### src/rtl/cpu_core_seq_pkg.sv
`default_nettype none
// ============================================================================
// Module      : cpu_core_seq_pkg
// Description : Shared types and helpers for the jacaranda program-sequencing
//               unit: return-stack entry layout, "no interrupt" sentinel and
//               the lowest-index-first priority encoder.
// Revision    : 1.0 - initial release
// ============================================================================
package cpu_core_seq_pkg;

    // Default configuration of the sequencer.
    localparam int SEQ_PC_W  = 8;
    localparam int SEQ_N_IRQ = 4;
    localparam int SEQ_ID_W  = $clog2(SEQ_N_IRQ + 1);

    // Priority level meaning "no interrupt running". It is one past the
    // lowest-priority source id, so every real source compares as higher.
    localparam int IRQ_NONE = SEQ_N_IRQ;

    // One return-stack entry for the default configuration. The top level
    // builds the same layout at its own parameterised widths.
    typedef struct packed {
        logic [SEQ_PC_W-1:0] addr;
        logic                flag;
        logic [SEQ_ID_W-1:0] id;
    } stack_entry_t;

    // Index of the lowest set bit among the first n bits of req, or n when
    // none is set. Sources beyond 32 are not supported.
    function automatic int prio_enc(input logic [31:0] req, input int n);
        int r;
        r = n;
        for (int i = 31; i >= 0; i--) begin
            if ((i < n) && req[i]) begin
                r = i;
            end
        end
        return r;
    endfunction

endpackage
`default_nettype wire

### src/rtl/cpu_core_seq_irq_stack.sv
`default_nettype none
// ============================================================================
// Module      : irq_stack
// Description : Parameterised LIFO holding interrupt return context. Push and
//               pop are never requested together by the sequencer. Contents
//               are not reset; only the depth pointer is.
// Revision    : 1.0 - initial release
// ============================================================================
module irq_stack
    import cpu_core_seq_pkg::*;
#(
    parameter type T     = stack_entry_t,
    parameter int  DEPTH = 4
)(
    input  logic                         clk,
    input  logic                         rst,
    input  logic                         push,
    input  logic                         pop,
    input  T                             din,
    output T                             top,
    output logic                         full,
    output logic                         empty,
    output logic [$clog2(DEPTH+1)-1:0]   depth
);

    localparam int DW = $clog2(DEPTH + 1);
    localparam int IW = (DEPTH > 1) ? $clog2(DEPTH) : 1;

    T              r_mem [DEPTH];
    logic [DW-1:0] r_depth;
    logic [IW-1:0] w_wr_idx;
    logic [IW-1:0] w_top_idx;

    // The write slot is the current depth; the top entry sits one below.
    assign w_wr_idx  = IW'(r_depth);
    assign w_top_idx = IW'(r_depth - DW'(1));

    assign full  = (r_depth == DW'(DEPTH));
    assign empty = (r_depth == '0);
    assign top   = r_mem[w_top_idx];
    assign depth = r_depth;

    // Depth pointer: grows on push, shrinks on pop, saturating at both ends.
    always_ff @(posedge clk) begin
        if (rst) begin
            r_depth <= '0;
        end else if (push && !full) begin
            r_depth <= r_depth + DW'(1);
        end else if (pop && !empty) begin
            r_depth <= r_depth - DW'(1);
        end
    end

    // Entry storage: written on an accepted push, never reset.
    always_ff @(posedge clk) begin
        if (push && !full) begin
            r_mem[w_wr_idx] <= din;
        end
    end

endmodule
`default_nettype wire

### src/rtl/cpu_core_seq.sv
`default_nettype none
// ============================================================================
// Module      : cpu_core_seq
// Description : Program counter, branch flag and vectored, prioritised
//               interrupt controller with hardware return stack.
//               Build option CPU_CORE_SEQ_NEST_EN: when defined, interrupts
//               nest up to STACK_DEPTH levels; when undefined, a single level
//               is kept and no interrupt is taken while in_isr is high.
// Revision    : 1.0 - initial release
// ============================================================================
module cpu_core_seq
    import cpu_core_seq_pkg::*;
#(
    parameter int PC_W        = SEQ_PC_W,
    parameter int N_IRQ       = SEQ_N_IRQ,
    parameter int STACK_DEPTH = 4
)(
    input  logic                               clock,
    input  logic                               reset,
    input  logic                               jmp_en,
    input  logic                               je_en,
    input  logic                               ret,
    input  logic                               flag_w_en,
    input  logic                               alu_flag,
    input  logic [PC_W-1:0]                    target,
    input  logic [N_IRQ-1:0]                   irq_req,
    input  logic [N_IRQ-1:0]                   irq_en,
    input  logic [N_IRQ*PC_W-1:0]              irq_vec,
    output logic [PC_W-1:0]                    pc,
    output logic                               flag,
    output logic                               in_isr,
    output logic [$clog2(STACK_DEPTH+1)-1:0]   isr_depth,
    output logic [N_IRQ-1:0]                   irq_ack,
    output logic                               stack_err
);

    localparam int ID_W    = $clog2(N_IRQ + 1);
    localparam int DEPTH_W = $clog2(STACK_DEPTH + 1);
`ifdef CPU_CORE_SEQ_NEST_EN
    localparam int EFF_DEPTH = STACK_DEPTH;
`else
    localparam int EFF_DEPTH = 1;
`endif
    localparam int              EFF_DW  = $clog2(EFF_DEPTH + 1);
    localparam logic [ID_W-1:0] ID_NONE = ID_W'(N_IRQ);

    typedef struct packed {
        logic [PC_W-1:0] addr;
        logic            flag;
        logic [ID_W-1:0] id;
    } entry_t;

    logic [PC_W-1:0]   r_pc;
    logic              r_flag;
    logic [N_IRQ-1:0]  r_ack;
    logic              r_err;

    entry_t            w_push_entry;
    entry_t            w_top;
    logic              w_full;
    logic              w_empty;
    logic [EFF_DW-1:0] w_depth;
    logic              w_pop;
    logic              w_take;
    logic [PC_W-1:0]   w_pc_inc;
    logic [PC_W-1:0]   w_npc;
    logic              w_nflag;
    logic [PC_W-1:0]   w_vec;
    logic [ID_W-1:0]   w_cand;
    logic [ID_W-1:0]   w_cur;

    assign w_pc_inc = r_pc + PC_W'(1);
    assign w_pop    = ret && !w_empty;
    assign w_cand   = ID_W'(prio_enc(32'(irq_req & irq_en), N_IRQ));
    assign w_cur    = w_empty ? ID_NONE : w_top.id;

    // An interrupt preempts only a strictly lower running level; a return
    // in the same cycle wins and the request is re-judged next cycle. With
    // a single-entry stack "full" is the same as "in an ISR".
    assign w_take = (w_cand != ID_NONE) && (w_cand < w_cur) && !w_full && !ret;

    assign w_push_entry = '{addr: w_npc, flag: w_nflag, id: w_cand};

    // Retiring instruction's next PC and flag; a return with an empty
    // stack behaves as a plain fall-through.
    always_comb begin
        w_npc   = w_pc_inc;
        w_nflag = r_flag;
        if (ret) begin
            if (!w_empty) begin
                w_npc   = w_top.addr;
                w_nflag = w_top.flag;
            end
        end else begin
            if (jmp_en || (je_en && r_flag)) begin
                w_npc = target;
            end
            if (je_en) begin
                w_nflag = 1'b0;
            end else if (flag_w_en) begin
                w_nflag = alu_flag;
            end
        end
    end

    // Handler address of the winning candidate.
    always_comb begin
        w_vec = '0;
        for (int i = 0; i < N_IRQ; i++) begin
            if (w_cand == ID_W'(i)) begin
                w_vec = irq_vec[i*PC_W +: PC_W];
            end
        end
    end

    // Architectural state: PC, flag, acknowledge pulse and sticky error.
    always_ff @(posedge clock) begin
        if (reset) begin
            r_pc   <= '0;
            r_flag <= 1'b0;
            r_ack  <= '0;
            r_err  <= 1'b0;
        end else begin
            r_pc   <= w_take ? w_vec : w_npc;
            r_flag <= w_nflag;
            r_ack  <= w_take ? (N_IRQ'(1) << w_cand) : '0;
            if (ret && w_empty) begin
                r_err <= 1'b1;
            end
        end
    end

    irq_stack #(
        .T     (entry_t),
        .DEPTH (EFF_DEPTH)
    ) u_stack (
        .clk   (clock),
        .rst   (reset),
        .push  (w_take),
        .pop   (w_pop),
        .din   (w_push_entry),
        .top   (w_top),
        .full  (w_full),
        .empty (w_empty),
        .depth (w_depth)
    );

    assign pc        = r_pc;
    assign flag      = r_flag;
    assign irq_ack   = r_ack;
    assign stack_err = r_err;
    assign in_isr    = !w_empty;
    assign isr_depth = DEPTH_W'(w_depth);

endmodule
`default_nettype wire

### config.mk
export PLATFORM = sky130hd
export DESIGN_NAME = cpu_core_seq
export DESIGN_NICKNAME = d
export VERILOG_FILES = /design/src/rtl/cpu_core_seq_pkg.sv /design/src/rtl/cpu_core_seq_irq_stack.sv /design/src/rtl/cpu_core_seq.sv
export SDC_FILE = /design/constraint.sdc
export NUM_CORES = 1
export LEC_CHECK = 0
export CAP_MARGIN = 20
export CORE_ASPECT_RATIO = 1.1
export CORE_MARGIN = 2
export CORE_UTILIZATION = 48
export DETAILED_ROUTE_END_ITERATION = 10
export DONT_BUFFER_PORTS = 1
export HOLD_SLACK_MARGIN = 0.03
export MAX_ROUTING_LAYER = met4
export RECOVER_POWER = 25
export SLEW_MARGIN = 20
export SYNTH_ARGS = -nofsm -noshare
export SYNTH_HDL_FRONTEND = slang
export SYNTH_HIERARCHICAL = 1
export SYNTH_SLANG_ARGS = --single-unit
### constraint.sdc
create_clock -name clock -period 8.05 [get_ports clock]
set_input_delay 0 -clock clock [delete_from_list [all_inputs] [get_ports clock]]
set_output_delay 0 -clock clock [all_outputs]
set_load 0.005 [all_outputs]
==> impl_results.md <==
* Outcome: finished clean
* Max Cap Violations at 0
* Worst path arrival time at around 2800 ps
* DRC Markers at 0
* Synth cell types at 54
* Nets at roughly 250
* Fin Setup TNS at 0 ps
* Row Count at 23
* Die X at 61.7 um
* DRT Pass-1 Iters at 4
* Post-route ant nets at 0
* Xor/xnor share of the synthesized area at 0.0149
* Startpoint types: flip-flop
* Routed wire per std cell at 18.2 um
* Setup bufs post-CTS at 0
* Initial Util at 0.493
* First-pass GRT wire length at a little under 7000 um
* CP Capture Type: flip-flop
* Final period util at 0.349
* Crit path max fanout at 16
* Clk buf depth at 2
* RSZ-0062 raised after global routing: false
* Flops & latches, synth at 27
* CTS Root Cell: clkbuf_8
* Mapped cell area at ~1800 sq um
* Post-Place Cell Area at between 1500 and 2000 sq um
* CTS Buf Count at 3
* Asr flop ratio synth at 0
* Clk sinks at 27
* Synthesized area per cell at just under 9 sq um
* Tmin final at around 2800 ps
* Die Ht at slightly below 70 um
* Largest family of logic cells by synthesized area: compound AO/OA/AOI/OAI gates
* IO Count at 73
* VDD IR max at around 0.067 mV
* Total number of vias at about 1600
* ANT cells at 0
* Synthesized-area fraction occupied by adder cells at 0.0142
* Layout cells sized above 1 at 0.0714
* Final Skew at 2.24 ps
* Setup CP Type: reg2reg
* Leakage at roughly 0.00070 uW
* CTS tree: built
* Buf+Inv Stages, Crit Path at 3
* Critical path cell sequence: inv_1 -> nor2_1 -> ha_1 -> inv_1 -> a211oi_2 -> o32ai_2 -> nand2_2 -> inv_2 -> and2b_2
* Critical path required time at about 8000 ps
* Fmax at 0.356 GHz
* Vias in the first global route at 1506
* GRT Util Overall at 0.228
* Crit path largest cell delay at between 400 and 500 ps
* CP max stage cell: o32ai_2
* CP top delay family: buffers and inverters
* Hold Buf Count CTS at 8
* Gr ovfl total at 0
* H-Tree Depth at 1
* Tightest Pin Transition at 821 ps
* GP Congestion at 0.858
* Yosys warns at 6
* Largest net degree at the start of global routing at 17
* Most Frequent Cell on Critical Path: inv_1
* Area share of and/or/nand/nor cells after synthesis at 0.201
* P&R area growth vs syn at 6.26%
* Initial antenna violation count at 0
* Clock Pin Slew Worst Setup and Hold Paths at about 80 ps
* Die area at approximately 4200 sq um
* Mapped Cells at roughly 200
* Rel. slew slack at 0.453
* Number of synthesized flops with an enable pin at 12
* Ys flop type: dfxtp_1
* Port Buffers at 0
* Core Util, Final at 0.524
* Clock latency on the worst-skew pair at roughly 270 ps
* Max-slew violations at 0
* Final Cell Area at roughly 1900 sq um
* Vias per cell at 6.37
* Final setup fails at 0
* Seq/Total Area, Yosys at 0.376
* Min-Delay Path Class: in2reg
* Detailed Route Iter0 Violations at 45
* Hpwl dp at 3500 um
* Mux cell area share after synthesis at 0.0398
* Post-CTS resize count at 0
* Compound-Gate Fraction of Synth Area at 0.285
* Final Hold Fails at 0
* P per Cell Area at 183 nW/um^2
* Area of the core at 3570 sq um
* Routed WL at 4470 um
cell families after synthesis:
kind of cell	count (synthesis)
adder cells (fa/ha/maj)	2
flip-flops	27
XOR/XNOR	3
buffers and inverters	22
multiplexers	7
other	1
AND/OR/NAND/NOR	66
AO/OA/AOI/OAI	69
report_power, final:
| group | switching, uW | internal (uW) | leakage, uW |
|---|---|---|---|
| Combinational | 54.9 | 38.1 | 0.000438 |
| Clock | 38.0 | 35.4 | 0.0000228 |
| Sequential | 14.4 | 162 | 0.000235 |
routing by layer:
layer  routed length (um)  global-route usage  vias to the layer above
li1                     -                   -                      753
met1                 1900               0.278                      733
met2                 2190               0.387                       72
met3                  305              0.0326                        8
met4                   76              0.0665                        0
met5                    0                   -                        -
sequential cells by signal, indices dropped and copies added, names as in the netlist:
register and flops:
u_stack/r_mem 12, pc 8, irq_ack 4, flag 1, stack_err 1, u_stack/depth 1
worst reg2reg max path: cells and delay by family, from the launching register on:
| family | cells | cell delay [ps] |
|---|---|---|
| compound gates | 2 | 500 |
| fa+ha+maj | 1 | 340 |
| buf+inv | 3 | 650 |
| flops | 1 | 390 |
| simple gates | 3 | 620 |
through the flow:
step | setup slack, ps | power [uW] | cells | hold slack (ps)
2_1_floorplan | 5460 | 252 | 198 | 78.5
3_3_place_gp | 5350 | 264 | 233 | 80.6
3_5_place_dp | 5270 | 266 | 233 | 77.6
4_1_cts | 5240 | 343 | 245 | 31.8
5_1_grt | 5010 | 362 | 246 | 30.1
6_report | 5240 | 342 | 246 | 33.0
cell usage after synthesis (all sizes together), types with 2 or more instances:
cell type | number | area, sq um
nand4 | 4 | 25.0
nand2 | 9 | 36.3
o31ai | 2 | 15.0
a31oi | 3 | 18.8
o21ai | 18 | 90.1
o22ai | 4 | 25.0
a21oi | 11 | 58.8
edfxtp | 12 | 360
mux2i | 7 | 70.1
inv | 7 | 26.3
a41oi | 3 | 26.3
clkbuf | 5 | 18.8
xnor2 | 2 | 17.5
o211a | 3 | 30.0
nor3b | 2 | 15.0
a221oi | 2 | 17.5
o211ai | 4 | 30.0
a211oi | 5 | 42.5
ha | 2 | 25.0
or3 | 4 | 25.0
nor3 | 4 | 20.0
and3 | 5 | 31.3
and4 | 3 | 26.3
dfxtp | 15 | 300
a32oi | 4 | 35.0
nand3 | 11 | 55.1
and2 | 5 | 31.3
buf | 10 | 72.6
nor2 | 13 | 48.8
nor4 | 2 | 12.5
a22o | 2 | 18.8
worst paths after layout:
path                            start                   to  slack (ps)  depth (start not counted)
setup reg to reg        u_stack/depth  u_stack/r_mem[0][9]        5240                          9
hold / removal             irq_req[0]           irq_ack[3]          30                          2
hold reg to reg   u_stack/r_mem[0][9]                pc[5]         590                          2
setup / recovery        u_stack/depth  u_stack/r_mem[0][9]        5240                          9
final cells by class:
class                      instances  area, sq um
clock buffer                       4         45.0
inverter                           7         26.3
sequential                        27          661
timing repair buffer               9         90.1
tap                               50         62.6
multi-input combinational        149          985
fill                             364         1700
cells in the final DEF (no fill, tap or decap), types with 6 or more instances in the layout:
cell type / Yosys / routed
dfxtp_1: 15 / 15
inv_1: 6 / 6
nor2_1: 13 / 13
nand2_1: 8 / 8
o21ai_0: 16 / 16
edfxtp_1: 12 / 12
nand3_1: 11 / 11
mux2i_1: 7 / 7
a21oi_1: 10 / 10
dlygate4sd3_1: 0 / 9
No activity file was read; power rests on OpenSTA's default activity.
